### src/rtl/mem_loader_pkg.sv
// Shared constants, state encoding and range helper for the memory preload/verify engine.
package mem_loader_pkg;

    localparam int unsigned MEM_DEPTH = 256;
    localparam int unsigned MODE_W    = 2;
    localparam int unsigned ERR_W     = 2;

    localparam logic [MODE_W-1:0] MODE_LOAD   = 2'b00;
    localparam logic [MODE_W-1:0] MODE_FILL   = 2'b01;
    localparam logic [MODE_W-1:0] MODE_VERIFY = 2'b10;
    localparam logic [MODE_W-1:0] MODE_RSVD   = 2'b11;

    localparam logic [ERR_W-1:0] ERR_NONE     = 2'b00;
    localparam logic [ERR_W-1:0] ERR_RANGE    = 2'b01;
    localparam logic [ERR_W-1:0] ERR_MISMATCH = 2'b10;
    localparam logic [ERR_W-1:0] ERR_MODE     = 2'b11;

    typedef enum logic [2:0] {
        ST_IDLE,
        ST_LOAD,
        ST_FILL,
        ST_VERIFY,
        ST_DONE,
        ST_ERROR
    } state_e;

    // True when the region [base, base+len) lies inside a depth-word memory.
    function automatic logic region_fits(input logic [31:0] base,
                                         input logic [31:0] len,
                                         input logic [31:0] depth);
        return (33'(base) + 33'(len)) <= 33'(depth);
    endfunction

endpackage

### src/rtl/mem_loader_verify_pipe.sv
// One-deep expected-data register and address delay that line up a host word with
// the memory read data returned one clock after the address was presented.
module loader_verify_pipe #(
    parameter int unsigned ADDR_WIDTH = 16,
    parameter int unsigned DATA_WIDTH = 8
) (
    input  logic                  clk,
    input  logic                  reset_n,
    input  logic                  push,
    input  logic [ADDR_WIDTH-1:0] push_addr,
    input  logic [DATA_WIDTH-1:0] push_data,
    input  logic [DATA_WIDTH-1:0] mem_dout,
    output logic                  pend_q,
    output logic [ADDR_WIDTH-1:0] cmp_addr_q,
    output logic                  mismatch_c
);

    logic                  pend_d;
    logic [DATA_WIDTH-1:0] exp_q, exp_d;
    logic [ADDR_WIDTH-1:0] cmp_addr_d;

    always_comb begin
        pend_d     = push;
        exp_d      = exp_q;
        cmp_addr_d = cmp_addr_q;
        if (push) begin
            exp_d      = push_data;
            cmp_addr_d = push_addr;
        end
    end

    always_ff @(posedge clk or negedge reset_n) begin
        if (!reset_n) begin
            pend_q     <= 1'b0;
            exp_q      <= '0;
            cmp_addr_q <= '0;
        end else begin
            pend_q     <= pend_d;
            exp_q      <= exp_d;
            cmp_addr_q <= cmp_addr_d;
        end
    end

    assign mismatch_c = pend_q && (mem_dout != exp_q);

endmodule

### src/rtl/mem_loader.sv
// Memory preload/verify engine: owns the memory port while the core is held in reset,
// runs a LOAD, FILL or VERIFY job, and optionally hands the port back on success.
module mem_loader
    import mem_loader_pkg::*;
#(
    parameter int unsigned ADDR_WIDTH = 16,
    parameter int unsigned DATA_WIDTH = 8,
    parameter int unsigned DEPTH      = MEM_DEPTH
) (
    input  logic                  clk,
    input  logic                  reset_n,
    input  logic                  start,
    input  logic [MODE_W-1:0]     mode,
    input  logic                  release_req,
    input  logic                  abort,
    input  logic [ADDR_WIDTH-1:0] base_addr,
    input  logic [ADDR_WIDTH:0]   length,
    input  logic [DATA_WIDTH-1:0] fill_value,
    input  logic                  in_valid,
    input  logic [DATA_WIDTH-1:0] in_data,
    output logic                  in_ready,
    output logic                  mem_we,
    output logic [ADDR_WIDTH-1:0] mem_addr,
    output logic [DATA_WIDTH-1:0] mem_din,
    input  logic [DATA_WIDTH-1:0] mem_dout,
    output logic                  owns_mem,
    output logic                  core_reset_n,
    output logic                  busy,
    output logic                  done,
    output logic [ERR_W-1:0]      err_code,
    output logic [ADDR_WIDTH-1:0] err_addr
);

    localparam int unsigned LEN_W = ADDR_WIDTH + 1;

    state_e                state_q, state_d;
    logic [LEN_W-1:0]      cnt_q, cnt_d, len_q, len_d, cnt_inc;
    logic [ADDR_WIDTH-1:0] base_q, base_d, addr_cur;
    logic [DATA_WIDTH-1:0] fill_q, fill_d;
    logic                  rel_q, rel_d;
    logic                  busy_q, busy_d, done_q, done_d;
    logic                  owns_mem_q, owns_mem_d, core_reset_n_q, core_reset_n_d;
    logic [ERR_W-1:0]      err_code_q, err_code_d;
    logic [ADDR_WIDTH-1:0] err_addr_q, err_addr_d;

    logic                  push_c, pend_q, mismatch_c;
    logic [ADDR_WIDTH-1:0] cmp_addr_q;

    assign cnt_inc  = cnt_q + LEN_W'(1);
    assign addr_cur = base_q + ADDR_WIDTH'(cnt_q);

    loader_verify_pipe #(
        .ADDR_WIDTH (ADDR_WIDTH),
        .DATA_WIDTH (DATA_WIDTH)
    ) u_verify_pipe (
        .clk        (clk),
        .reset_n    (reset_n),
        .push       (push_c),
        .push_addr  (addr_cur),
        .push_data  (in_data),
        .mem_dout   (mem_dout),
        .pend_q     (pend_q),
        .cmp_addr_q (cmp_addr_q),
        .mismatch_c (mismatch_c)
    );

    // Next-state, memory port and status computation.
    always_comb begin
        state_d    = state_q;
        cnt_d      = cnt_q;
        base_d     = base_q;
        len_d      = len_q;
        fill_d     = fill_q;
        rel_d      = rel_q;
        err_code_d = err_code_q;
        err_addr_d = err_addr_q;
        in_ready   = 1'b0;
        mem_we     = 1'b0;
        mem_addr   = '0;
        mem_din    = '0;
        push_c     = 1'b0;

        case (state_q)
            ST_IDLE, ST_DONE, ST_ERROR: begin
                if (start && !abort) begin
                    base_d     = base_addr;
                    len_d      = length;
                    fill_d     = fill_value;
                    rel_d      = release_req;
                    cnt_d      = '0;
                    err_code_d = ERR_NONE;
                    err_addr_d = '0;
                    if (mode == MODE_RSVD) begin
                        state_d    = ST_ERROR;
                        err_code_d = ERR_MODE;
                    end else if (!region_fits(32'(base_addr), 32'(length), 32'(DEPTH))) begin
                        state_d    = ST_ERROR;
                        err_code_d = ERR_RANGE;
                    end else if (length == '0) begin
                        state_d = ST_DONE;
                    end else if (mode == MODE_LOAD) begin
                        state_d = ST_LOAD;
                    end else if (mode == MODE_FILL) begin
                        state_d = ST_FILL;
                    end else begin
                        state_d = ST_VERIFY;
                    end
                end
            end
            ST_LOAD: begin
                if (abort) begin
                    state_d = ST_IDLE;
                end else begin
                    in_ready = 1'b1;
                    if (in_valid) begin
                        mem_we   = 1'b1;
                        mem_addr = addr_cur;
                        mem_din  = in_data;
                        cnt_d    = cnt_inc;
                        if (cnt_inc == len_q) state_d = ST_DONE;
                    end
                end
            end
            ST_FILL: begin
                if (abort) begin
                    state_d = ST_IDLE;
                end else begin
                    mem_we   = 1'b1;
                    mem_addr = addr_cur;
                    mem_din  = fill_q;
                    cnt_d    = cnt_inc;
                    if (cnt_inc == len_q) state_d = ST_DONE;
                end
            end
            ST_VERIFY: begin
                if (abort) begin
                    state_d = ST_IDLE;
                end else if (mismatch_c) begin
                    state_d    = ST_ERROR;
                    err_code_d = ERR_MISMATCH;
                    err_addr_d = cmp_addr_q;
                end else begin
                    // Reads stop once every word is issued; the last compare then finishes the job.
                    in_ready = (cnt_q != len_q);
                    if (in_valid && in_ready) begin
                        push_c   = 1'b1;
                        mem_addr = addr_cur;
                        cnt_d    = cnt_inc;
                    end else if (pend_q && (cnt_q == len_q)) begin
                        state_d = ST_DONE;
                    end
                end
            end
            default: state_d = ST_IDLE;
        endcase

        busy_d         = (state_d == ST_LOAD) || (state_d == ST_FILL) || (state_d == ST_VERIFY);
        done_d         = (state_d == ST_DONE);
        owns_mem_d     = !((state_d == ST_DONE) && rel_d);
        core_reset_n_d = !owns_mem_d;
    end

    always_ff @(posedge clk or negedge reset_n) begin
        if (!reset_n) begin
            state_q        <= ST_IDLE;
            cnt_q          <= '0;
            base_q         <= '0;
            len_q          <= '0;
            fill_q         <= '0;
            rel_q          <= 1'b0;
            busy_q         <= 1'b0;
            done_q         <= 1'b0;
            owns_mem_q     <= 1'b1;
            core_reset_n_q <= 1'b0;
            err_code_q     <= ERR_NONE;
            err_addr_q     <= '0;
        end else begin
            state_q        <= state_d;
            cnt_q          <= cnt_d;
            base_q         <= base_d;
            len_q          <= len_d;
            fill_q         <= fill_d;
            rel_q          <= rel_d;
            busy_q         <= busy_d;
            done_q         <= done_d;
            owns_mem_q     <= owns_mem_d;
            core_reset_n_q <= core_reset_n_d;
            err_code_q     <= err_code_d;
            err_addr_q     <= err_addr_d;
        end
    end

    assign busy         = busy_q;
    assign done         = done_q;
    assign owns_mem     = owns_mem_q;
    assign core_reset_n = core_reset_n_q;
    assign err_code     = err_code_q;
    assign err_addr     = err_addr_q;

endmodule

### config.mk
export PLATFORM = sky130hd
export DESIGN_NAME = mem_loader
export DESIGN_NICKNAME = d
export VERILOG_FILES = /design/src/rtl/mem_loader_pkg.sv /design/src/rtl/mem_loader_verify_pipe.sv /design/src/rtl/mem_loader.sv
export SDC_FILE = /design/constraint.sdc
export NUM_CORES = 1
export LEC_CHECK = 0
export ABC_AREA = 1
export CELL_PAD_IN_SITES_DETAIL_PLACEMENT = 0
export CELL_PAD_IN_SITES_GLOBAL_PLACEMENT = 1
export CORE_UTILIZATION = 38
export CTS_CLUSTER_DIAMETER = 60
export DETAILED_ROUTE_END_ITERATION = 8
export DONT_BUFFER_PORTS = 1
export PLACE_DENSITY = 0.74
export SYNTH_ARGS = -nofsm -noshare
export SYNTH_HDL_FRONTEND = slang
export SYNTH_SLANG_ARGS = --single-unit
### constraint.sdc
create_clock -name clk -period 3.05 [get_ports clk]
set_input_delay 0.305 -clock clk [delete_from_list [all_inputs] [get_ports clk]]
set_output_delay 0.305 -clock clk [all_outputs]
set_load 0.01 [all_outputs]
==> summary.txt <==
Global route
  – Vias in the first global route: between 5k and 6k
  – Global route overflow: 0
  – First-pass GRT wire length: ~32 mm
  – Overall routing resource usage: 0.214
  – Initial antenna violation count: 0
  – Largest net degree at the start of global routing: between 100 and 150

Worst setup path
  – Crit path arrival time: approximately 2.6 ns
  – Critical Path RT: 2.74 ns
  – Setup CP Type: flip-flop to output pin
  – Reg2Reg Depth: 14
  – Crit Path Max Fanout: 5
  – Crit start category: flip-flop
  – Flop-to-flop setup slack: 0.51 ns
  – Crit end category: output pin

Routing
  – Vias: 6329
  – Pre-Repair DR Iteration Count: 4
  – ANT nets after route: 0
  – DRC: 0
  – Avg Vias per Cell: 4.96
  – Detailed-route wire length per cell: ~16 um
  – DR iter-0 viols: 387
  – Final wirelength: around 20 mm

Timing
  – Period utilization: 0.950
  – Final Max Slew Viols: 0
  – Worst Max-Slew Pin Slew: about 0.66 ns
  – Worst clock skew: roughly 0.0065 ns
  – Period minus WS final: 2.90 ns
  – Fmax: about 350 MHz
  – Hold slack: roughly 0.063 ns
  – Final setup fails: 0
  – Final hold vios: 0
  – Max-slew headroom: 0.558

Die
  – Num ports: around 110
  – Total Die Area: just under 20000 um2
  – Initial Util: 0.388
  – Core ar.: 18700 um2
  – FP Rows: 50
  – Die span in y: roughly 140 um
  – Die Width: around 140 um

Power and ir drop
  – Clock network fraction of total power: 0.342
  – Combinational power share: 0.178
  – Peak VDD IR: about 0.17 mV
  – Leakage power: 4.07 nW
  – Flop pwr share: 0.480
  – Switching Fraction: 0.309
  – Total power: 3.34 mW
  – Net Switching: approximately 1.0 mW
  – P per Cell Area: 418 nW/um2
  – Int Pwr: between 2 and 2.5 mW

Synth
  – #FFs+latches synth: 109
  – Warnings from Yosys: 0
  – Post-synth EDFFs: 0
  – Main synth FF type: dfrtp_1
  – FFs w/ async S/R, synth: 1.00
  – Syn nets: about 1.1k
  – Post-synth cell types: 44
  – Post-Synthesis Cells: 1027
  – Post-Syn Area: about 7300 um2
  – Post-synthesis sequential area ratio: 0.376
  – Mean area per synthesized cell: about 7 um2

Layout
  – Layout cell share with drive strength beyond 1: 0.0805
  – Multi-input logic area: 3980 um2
  – Filler instances: slightly below 2k
  – Fin nets: roughly 1.1k
  – Area delta synth->final: 9.82%
  – Ant. Diodes: 0
  – Register area: between 2000 and 3000 um2
  – Final design utilization: 0.427

Clock tree
  – Num CTS Buffers: 9
  – Clock buffer depth: 2
  – Clock transition at path regs: 0.08 ns
  – H-tree level count: 3
  – Root Buffer: clkbuf_16
  – CTS tree: done
  – Clk sink count: 109
  – Clock latency on the worst-skew pair: 0.36 ns

Placed design
  – Port Buffers: 0
  – DP HPWL: about 16 mm
  – RD Place Congestion: ~0.89

Run
  – Max-cap violation count: 0

Min path
  – Hold path cells: 2
  – HP Class: input pin to flip-flop

Outcome
  – Status: finished, final reports clean
==> flip-flops by register name (all words and copies together) (netlist names) <==
signal,cells
u_verify_pipe.cmp_addr_q,16
done,1
fill_q,8
rel_q,1
owns_mem,1
u_verify_pipe.exp_q,8
state_q,3
busy,1
len_q,17
err_code,2
err_addr,16
core_reset_n,1
cnt_q,17
base_q,16
u_verify_pipe.pend_q,1
==> final cells by class <==
class,count,share of cell area
multi-input cells,763,0.499
inverters,133,0.0626
repair buffers,22,0.0235
flip-flops and latches,109,0.342
clock buffers,9,0.0282
well taps,234,0.0367
clock inverters,7,0.00753
==> placed cells by master, fill, tap and decap left out, types with 20 or more instances in the layout <==
master and instances:
a21oi_1 28, buf_4 20, nand3_1 51, o21ai_0 72, nand2_1 341, xor2_1 28, dfrtp_1 107, nor2_1 84
inv_1 128, ha_1 31
==> metal layers <==
metal,share of wire,global-route usage
met5,0,0
met4,0.017,0.0671
met3,0.055,0.0349
met2,0.45,0.334
met1,0.48,0.301
==> worst max-delay path, stage by stage (launching register included) <==
cell      delay (ns)
dfrtp_2         0.46
ha_1            0.24
fa_1            0.40
nand3_1         0.09
and2_4          0.16
o221ai_2        0.10
nand3_1         0.08
and2_1          0.16
o21ai_0         0.11
xor2_1          0.23
o21a_1          0.21
==> synth_stat cells, drive strengths merged, types with 2 or more instances <==
master  count  share of area
o21a        4         0.0041
a211oi      2         0.0021
nor3b       2         0.0021
a21o        2         0.0021
dfrtp     108           0.37
ha         32          0.055
nor4        2         0.0017
nand3      55          0.041
fa          2         0.0055
nand2     349           0.18
a32o        7         0.0096
clkbuf     16         0.0084
inv       130          0.067
or2         6         0.0052
xor2       28          0.034
a21oi      31          0.022
o21ai      78          0.054
nor2      101          0.060
nand4      19          0.016
nand3b      7         0.0072
buf         6         0.0040
and2        4         0.0034
nor3        6         0.0041
clkinv      3         0.0015
xnor2      18          0.022
==> through the flow <==
stage	TNS, ns	setup slack (ns)	instance area [um2]	std cells
floorplan	0	0.674	7270	1027
global placement	0	0.424	7620	1258
detailed placement	0	0.373	7620	1258
CTS	0	0.0252	7940	1276
global route	-0.00634	-0.00540	7980	1277
finish	0	0.154	7980	1277
==> path summary, 6_finish.rpt <==
check | startpoint | to
max reg2reg | cnt_q[1] | owns_mem
max | cnt_q[0] | mem_addr[12]
min | fill_value[7] | fill_q[7]
min reg2reg | fill_q[5] | fill_q[5]
max in group asynchronous | reset_n | cnt_q[0]
min in group asynchronous | reset_n | u_verify_pipe.cmp_addr_q[13]
==> power by group through the flow <==
stage	clock [mW]	sequential, mW	combinational, mW
6_report	1.14	1.60	0.594
5_1_grt	1.23	1.61	0.683
4_1_cts	1.18	1.60	0.597
3_5_place_dp	0	1.63	0.558
3_3_place_gp	0	1.63	0.557
2_1_floorplan	0	1.60	0.430
==> timing repair <==
action | CTS | global route
resized for setup | 0 | 8
hold endpoints to repair | 109 | 0
hold buffers | 2 | 0
setup buffers | 0 | 1
setup endpoints to repair | 0 | 6
==> kinds of logic after synthesis <==
family | after synthesis | share of synthesized area
compound gates | 132 | 0.102
xor+xnor | 46 | 0.0555
fa+ha+maj | 34 | 0.0606
buf+inv | 155 | 0.0811
flops | 109 | 0.376
simple gates | 551 | 0.325
(Power assumes the default switching activity.)
